--- src/rtl/fetch_queue.sv ---
// fetch_queue: DEPTH-entry instruction prefetch buffer between the IF stage and decode.
// Ports: clk, R_n, rom_addr/rom_data, branch/branch_target, id_ready, id_*, count, full, empty.
module fetch_queue #(
  parameter int ADDR_W   = 8,
  parameter int INSTR_W  = 32,
  parameter int DEPTH    = 4,
  parameter int PC_STEP  = 4,
  parameter int RESET_PC = 0
) (
  input  logic                         clk,
  input  logic                         R_n,
  output logic [ADDR_W-1:0]            rom_addr,
  input  logic [INSTR_W-1:0]           rom_data,
  input  logic                         branch,
  input  logic [ADDR_W-1:0]            branch_target,
  input  logic                         id_ready,
  output logic                         id_valid,
  output logic [INSTR_W-1:0]           id_instr,
  output logic [ADDR_W-1:0]            id_next_pc,
  output logic [$clog2(DEPTH+1)-1:0]   count,
  output logic                         full,
  output logic                         empty
);

  localparam int CW = $clog2(DEPTH+1);
  localparam int PW = $clog2(DEPTH);

  typedef struct packed {
    logic [INSTR_W-1:0] instr;
    logic [ADDR_W-1:0]  npc;
  } ent_t;

  logic [ADDR_W-1:0] fetch_pc;
  logic [ADDR_W-1:0] pc_inc;
  logic [PW-1:0]     head;
  logic [PW-1:0]     tail;
  logic [CW-1:0]     cnt;
  logic              pop;
  logic              push;
  ent_t              mem [DEPTH];
  ent_t              head_e;

  // Pointers wrap explicitly so non power-of-two depths work.
  function automatic logic [PW-1:0] wrap_inc(
    input logic [PW-1:0] p
  );
    if (p == PW'(DEPTH-1))
      return '0;
    return p + PW'(1);
  endfunction

  assign pc_inc   = fetch_pc + ADDR_W'(PC_STEP);
  assign rom_addr = fetch_pc;

  assign full  = (cnt == CW'(DEPTH));
  assign empty = (cnt == '0);
  assign count = cnt;

  assign pop  = id_valid & id_ready;
  // A full queue may still accept when the head leaves this cycle.
  assign push = ~branch & (~full | pop);

  always_ff @(posedge clk or negedge R_n) begin
    if (!R_n) begin
      fetch_pc <= ADDR_W'(RESET_PC);
      head     <= '0;
      tail     <= '0;
      cnt      <= '0;
    end else if (branch) begin
      fetch_pc <= branch_target;
      head     <= '0;
      tail     <= '0;
      cnt      <= '0;
    end else begin
      if (push) begin
        tail     <= wrap_inc(tail);
        fetch_pc <= pc_inc;
      end
      if (pop)
        head <= wrap_inc(head);
      case ({push, pop})
        2'b10:   cnt <= cnt + CW'(1);
        2'b01:   cnt <= cnt - CW'(1);
        default: cnt <= cnt;
      endcase
    end
  end

  // Storage carries no reset; empty slots are masked on the outputs.
  always_ff @(posedge clk) begin
    if (push)
      mem[tail] <= '{instr: rom_data, npc: pc_inc};
  end

  assign head_e     = mem[head];
  assign id_valid   = ~empty;
  assign id_instr   = empty ? '0 : head_e.instr;
  assign id_next_pc = empty ? '0 : head_e.npc;

  a_cnt_max: assert property (
    @(posedge clk) disable iff (!R_n)
    cnt <= CW'(DEPTH)
  );

  a_full_empty: assert property (
    @(posedge clk) disable iff (!R_n)
    !(full && empty)
  );

  a_valid: assert property (
    @(posedge clk) disable iff (!R_n)
    id_valid == ~empty
  );

endmodule

--- config.mk ---
export PLATFORM = sky130hd
export DESIGN_NAME = fetch_queue
export DESIGN_NICKNAME = d
export VERILOG_FILES = /design/src/rtl/fetch_queue.sv
export SDC_FILE = /design/constraint.sdc
export NUM_CORES = 1
export LEC_CHECK = 0
export ABC_AREA = 1
export CORE_UTILIZATION = 47
export DETAILED_ROUTE_END_ITERATION = 10
export PLACE_DENSITY = 0.8
export REMOVE_ABC_BUFFERS = 1
export SLEW_MARGIN = 20
export SYNTH_ARGS = -nofsm -noshare
export SYNTH_HDL_FRONTEND = slang
export SYNTH_SLANG_ARGS = --single-unit
--- constraint.sdc ---
create_clock -name clk -period 3.4 [get_ports clk]
set_input_delay 0.85 -clock clk [delete_from_list [all_inputs] [get_ports clk]]
set_output_delay 0.85 -clock clk [all_outputs]
set_load 0.03 [all_outputs]
Yosys cells after proc, flatten, opt, wreduce, memory -nomap -nowiden:

Memories as Yosys holds them, arrays and structs flattened.
Cells that the tools add are included.

* add/sub/neg operators: 5
* eq/ne operators: 5
* multiplexer cells: 22
* bitwise logic cells: 6
* reduce and logical (&&, ||, !) cells: 4

Operators with widths (count)
* 2-to-1 mux 32 bit: 1
* 2-to-1 mux 8 bit: 3
* 2-to-1 mux 2 bit: 8
* adder 8 x 3 -> 8 bit (second input constant): 1
* 2-to-1 mux 1 bit: 8
* equality test 2 bit (second input constant): 3
* case mux 3 bit (2 select lines): 1
* adder 2 x 1 -> 2 bit (second input constant): 2
* nonzero test 2 bit: 2
* adder 3 x 1 -> 3 bit (second input constant): 1
* equality test 3 bit (second input constant): 1
* logical NOT 3 bit: 1
* 2-to-1 mux 3 bit: 1
* inverter 1 bit: 3
* nonzero test 3 bit: 1
* subtractor 3 x 1 -> 3 bit (second input constant): 1
* bitwise AND 1 bit: 2
* equality test 2 x 1 -> 1 bit (second input constant): 1
* bitwise OR 1 bit: 1

* bits in registers: 15
* RAM bits: 160
* bits of input ports: 44
* output and inout port bits: 54
* memories: 1

Memory list
* mem: depth 4, width 40, read ports 1, clocked after memory_dff 0, write ports 1, RTL line 40 `ent_t mem [DEPTH];`

Longest topological paths before layout:

Gate-level depths: netlist of the first run.

* word-level depth: 10
* gate-level depth with buffers: 9
* gate-level depth less buffers: 9

Least setup slack after synthesis of the first run:

OpenSTA, ideal clock, no wires.

* path type: in2reg
* from: in id_ready
* to: mem mem[3][0] (netlist name), enable pin
* arrival: 2.787 ns
* data required time: 2.963 ns
* path slack: 0.176 ns
* stages on the path: 4
* buffers on the path: 0
* cell sequence: inv_1 nand3_4 nand2_4 nor2_1

* longest elaborated chain between the ends: 5

RTL lines
* from (decl): RTL line 16 `input logic id_ready,`
* bitwise AND 1 bit: RTL line 59 `assign pop = id_valid & id_ready;`
* bitwise OR 1 bit: RTL line 61 `assign push = ~branch & (~full | pop);`
* bitwise AND 1 bit: RTL line 61
* 2-to-1 mux 1 bit: RTL line 91 `if (push)`
* 2-to-1 mux 1 bit (implied by the code): RTL line 92 `mem[tail] <= '{instr: rom_data, npc: pc_inc};`
* to (decl): RTL line 40

Every way passes these cells.

Final worst setup path of the first run:

* from: reg head[1]
* to: out id_instr[23]

* longest elaborated chain between the ends: 2

RTL lines
* from (decl): RTL line 35 `logic [PW-1:0] head;`
* from (signal assigned): RTL line 80 `head <= wrap_inc(head);`
* memory read (4 x 40 bit)
* 2-to-1 mux 32 bit: RTL line 97 `assign id_instr = empty ? '0 : head_e.instr;`
* to (decl): RTL line 18 `output logic [INSTR_W-1:0] id_instr,`

Every way passes these cells.

==> summary.md, run 1 <==
| Metric | Value |
|---|---|
| Status | `finished with violations` |
| Failing checks | `DRC` |
| IO buf count | `97` |
| Hold_buf cts | `0` |
| First-pass DRT Iterations | `8` |
| Yosys warning total | `0` |
| ANT cells | `0` |
| WHS | `0.555 ns` |
| Max_slew headroom | `a little under half` |
| Average size of a mapped cell | `12.1 um^2` |
| Post-synth EDFFs | `160` |
| Power per cell area | `840 nW/um^2` |
| Clock skew | `0.00834 ns` |
| Worst setup margin | `0.271 ns` |
| Setup CP Type | `flip-flop to output pin` |
| Placer Congestion | `0.813` |
| Post-cts sizing count | `0` |
| Ys flop type | `edfxtp_1` |
| Remaining routing DRC violations | `14` |
| All-layer global routing usage | `19.9%` |
| Ports | `between 90 and 100` |
| WP data required | `2.55 ns` |
| Post-synthesis sequential area ratio | `72.7%` |
| CTS Buffer Depth | `2` |
| Peak supply drop | `0.429 mV` |
| Starting Density | `just under 50%` |
| Post-synth top cells | `nor2_1, edfxtp_1, o21ai_0` |
| Final core utilization | `about three fifths` |
| Nets | `734` |
| Asr flop ratio synth | `~8.6%` |
| Shortest period the worst path allows | `3.13 ns` |
| Max Freq | `0.320 GHz` |
| Vias | `around 4.7k` |
| # rows | `44` |
| Area leader, netlist | `edfxtp_1` |
| Pin count of the biggest net entering global routing | `83` |
| Yosys reg bits | `175` |
| TritonCTS clock tree | `done` |
| Die height | `125 um` |
| Non-Filler Instances | `880` |
| Count leader, synth | `nor2_1` |
| Drt wl/cell | `17.0 um` |
| Fraction of layout cells with a size suffix above 1 | `13.6%` |
| DP Worst Slack | `roughly 0.61 ns` |
| Vias in the first global route | `4732` |
| Area Growth Syn to Fin | `23.6%` |
| Global-route wire length before repair | `23.9 mm` |
| Die ar. | `15700 um^2` |
| Clk_lat worst skew | `0.42 ns` |
| DP HPWL | `8.98 mm` |
| Worst hold path type | `flip-flop to flip-flop` |
| Slew @ Worst Pin | `0.807 ns` |
| Top cells by area, synth | `edfxtp_1, nor2_1, dfrtp_1` |
| Clock net sink count | `175` |
| DP Area | `8280 um^2` |
| Final Hold Fails | `0` |
| H-tree level count | `4` |
| Core box area | `14600 um^2` |
| Drt first-iter violations | `503` |
| Setup Viol. Count Final | `0` |
| Synth cell types | `30` |
| Mapped Area | `roughly 7100 um^2` |
| Initial antenna violation count | `0` |
| CP endpoint kind | `output pin` |
| Crit start category | `flip-flop` |
| Tcrit/Tclk final | `92.0%` |
| Antenna viol nets, final | `0` |
| Clk root buf | `clkbuf_16` |
| Crit-path max FO | `41` |
| Crit path DAT | `2.28 ns` |
| Final Routed Wirelength | `14.9 mm` |
| Grt ovf | `0` |
| Clk pin slew, worst setup/hold paths | `around 0.06 ns` |
| Finished Cell Area | `approximately 8800 um^2` |
| # placed instances | `between 800 and 900` |
| Fin Setup TNS | `0 ns` |
| Pwr Total | `7.40 mW` |
| Die Wd | `125 um` |
| Synthesized instance count | `slightly below 600` |
| Unrepaired setup endpoints after global routing | `false` |
| Num CTS Buffers | `17` |
| Vias per Instance | `5.34` |
| Max Cap Viol | `0` |
| Final Max Tran Viols | `0` |
| Post-synth top area share | `67.4%` |
| # Post-CTS Setup Buffers | `0` |
| Static leakage | `around 3.2 nW` |
## placed cells by master (no fill, tap or decap), types with 11 or more instances in the layout
| master | count |
|---|---|
| inv_1 | 15 |
| o21ai_1 | 20 |
| a21oi_1 | 40 |
| dfrtp_1 | 13 |
| buf_4 | 37 |
| edfxtp_1 | 160 |
| clkbuf_16 | 17 |
| buf_12 | 11 |
| nand2_1 | 39 |
| clkdlybuf4s50_1 | 57 |
| o21ai_0 | 64 |
| nor2_1 | 162 |
## cells by family after synthesis
family          synth area share (%)
simple gates                    12.8
flops                           72.7
compound gates                  9.04
buf+inv                         3.84
fa+ha+maj                       1.33
xor+xnor                       0.369
## state kept, by name, summed over array words and instances, names as in the netlist
name and flops:
head 2, mem 160, count 3, rom_addr 8
tail 2
## power breakdown
part | leakage, nW | internal [mW] | switching [mW]
registers | 1.66 | 2.59 | 0.120
clock network | 0.253 | 0.985 | 0.756
logic | 1.28 | 1.04 | 1.92
## worst max-delay path, cell delays in order (launching register included)
cell and delay, ns:
dfrtp_2 0.59, inv_2 0.42, nor2_1 0.23, o21ai_0 0.12, a21oi_1 0.33, buf_12 0.17
## routing by layer
metal / vias up / global-route usage, % / wire (um)
li1: 2231 / - / -
met1: 2305 / 25.3 / 6510
met2: 144 / 33.3 / 7350
met3: 20 / 4.79 / 844
met4: 0 / 7.46 / 219
met5: - / 0 / 0
## final timing paths
check                                 start            to  slack [ns]  cells after the start
worst max-delay path                head[1]  id_instr[23]        0.27                      5
worst max register to register     count[1]      count[2]        1.60                      8
worst min-delay path            rom_addr[3]   rom_addr[3]        0.55                      2
worst min register to register  rom_addr[3]   rom_addr[3]        0.55                      2
max in group asynchronous               R_n       head[1]        2.05                      1
min in group asynchronous               R_n   rom_addr[3]        0.86                      1
## area by class of cell
class,instances,area [um^2]
clock inverters,15,104
well taps,184,230
inverters,21,81.3
multi-input cells,362,1710
clock buffers,17,425
fillers,1128,5840
repair buffers,106,1080
flip-flops and latches,175,5180
No activity file was read; power rests on OpenSTA's default activity.
==> run 2, diff against run 1 <==
Settings changed: CORE_UTILIZATION 47 to 55, PLACE_DENSITY 0.8 to 0.9.
==> summary.md, run 2 (synthesized netlist as in run 1, its figures left out) <==
| Metric | Value |
|---|---|
| TritonCTS clock tree | `done` |
| Worst R2R Path Depth | `5` |
| WHS | `0.562 ns` |
| Worst hold path type | `flip-flop to flip-flop` |
| Vias in the first global route | `~4.7k` |
| Crit start category | `flip-flop` |
| Final Max Tran Viols | `0` |
| Remaining routing DRC violations | `0` |
| Static leakage | `3.19 nW` |
| Slew @ Worst Pin | `~0.88 ns` |
| Die height | `116 um` |
| Status | `complete, no violations` |
| Worst setup margin | `0.195 ns` |
| Antenna viol nets, final | `0` |
| Grt ovf | `0` |
| CTS Buffer Depth | `2` |
| All-layer global routing usage | `23.7%` |
| Crit path DAT | `2.36 ns` |
| # placed instances | `837` |
| WP data required | `2.55 ns` |
| Setup Viol. Count Final | `0` |
| GRT busiest layer | `met2` |
| Placer Congestion | `approximately 0.87` |
| Hold_buf cts | `0` |
| Hold path startpoint | `rom_addr[0]` |
| Vias per Instance | `5.60` |
| M3 GR Usage | `6.49%` |
| Clock net sink count | `175` |
| DP Area | `8190 um^2` |
| FF-to-FF Start | `count[0]` |
| Final core utilization | `69.2%` |
| IO buf count | `97` |
| Critical Path Max Stage Delay | `0.64 ns` |
| DP HPWL | `roughly 9 mm` |
| Post-cts sizing count | `0` |
| Final Routed Wirelength | `15.2 mm` |
| Initial antenna violation count | `0` |
| Clk_lat worst skew | `~0.42 ns` |
| First-pass DRT Iterations | `4` |
| Global-route wire length before repair | `23.2 mm` |
| R2r setup slk | `1.60 ns` |
| CP endpoint kind | `output pin` |
| Non-Filler Instances | `~870` |
| Clock skew | `a little over 0.006 ns` |
| Largest Register | `mem` |
| Largest register FFs | `160` |
| Setup CP Type | `flip-flop to output pin` |
| Power per cell area | `844 nW/um^2` |
| Fraction of layout cells with a size suffix above 1 | `about 14%` |
| Clk root buf | `clkbuf_16` |
| CP bufs+invs | `2` |
| Tcrit/Tclk final | `94.3%` |
| Nets | `735` |
| Worst path slowest cell | `buf_4` |
| Num CTS Buffers | `17` |
| Die ar. | `roughly 13000 um^2` |
| Starting Density | `56.5%` |
| Final Hold Fails | `0` |
| Most common cell after layout, fill and taps aside | `nor2_1` |
| Cell family with most CP delay | `buffers and inverters` |
| Core box area | `12600 um^2` |
| # rows | `41` |
| Max_slew headroom | `41.6%` |
| WHS Endpoint | `mem[2][0]` |
| Max Freq | `between 0.3 and 0.4 GHz` |
| Crit-path max FO | `82` |
| Shortest period the worst path allows | `3.21 ns` |
| Met1 Track Usage GR | `~30%` |
| Met2 Use GR | `38.8%` |
| Vias | `4864` |
| Hold Path Depth | `0` |
| Max Cap Viol | `0` |
| Unrepaired setup endpoints after global routing | `false` |
| DP Worst Slack | `0.659 ns` |
| H-tree level count | `4` |
| Die Wd | `116 um` |
| Area Growth Syn to Fin | `22.6%` |
| Most frequent cells in the layout | `nor2_1, edfxtp_1, o21ai_0` |
| Peak supply drop | `~0.56 mV` |
| Clk pin slew, worst setup/hold paths | `0.06 ns` |
| Pin count of the biggest net entering global routing | `83` |
| Crit-path cells | `buf_4 > nor2_1 > nor2_1 > o21ai_0 > a21oi_1 > buf_4` |
| Finished Cell Area | `8740 um^2` |
| # Post-CTS Setup Buffers | `0` |
| Ports | `98` |
| Drt wl/cell | `17.5 um` |
| Reg2reg end | `mem[1][20]` |
| Drt first-iter violations | `between 400 and 500` |
| ANT cells | `0` |
## run 2: worst max path at each step
stage	end	slack (ns)	cells past startpoint	from
after global routing	id_instr[18]	0.08	6	head[0]
final	id_instr[27]	0.19	6	head[0]
after global placement	mem[1][11]	0.73	6	id_ready
after CTS	id_instr[27]	0.18	6	head[0]
after floorplan	id_instr[0]	-0.29	3	head[0]
after detailed placement	mem[1][11]	0.66	6	id_ready
## run 2: area by class of cell
class | instances | area (um^2)
clock buffer | 17 | 425
clock inverter | 15 | 120
fill | 843 | 3880
inverter | 21 | 81.3
multi-input combinational | 362 | 1710
sequential | 175 | 5180
tap | 172 | 215
timing repair buffer | 107 | 1010
## run 2: power breakdown
group / switching [mW] / internal (mW)
sequential: 0.117 / 2.59
combinational: 1.93 / 0.962
clock: 0.776 / 1.00
## run 2: metal layers
layer  part of all wire (%)  vias up
li1                       -     2240
met1                     39     2354
met2                     51      243
met3                    8.7       27
met4                    1.7        0
met5                      0        -
## run 2: through the flow
stage          power, mW  TNS [ns]
2_1_floorplan       4.45    -11.74
3_3_place_gp        5.53         0
3_5_place_dp        5.62         0
4_1_cts             7.40         0
5_1_grt             7.73         0
6_report            7.37         0
==> run 3, diff against run 2 <==
Settings changed: CTS_CLUSTER_DIAMETER from default to 50.
==> results of run 3 <==
Final layout, timing and power as in run 2 (identical DEF).
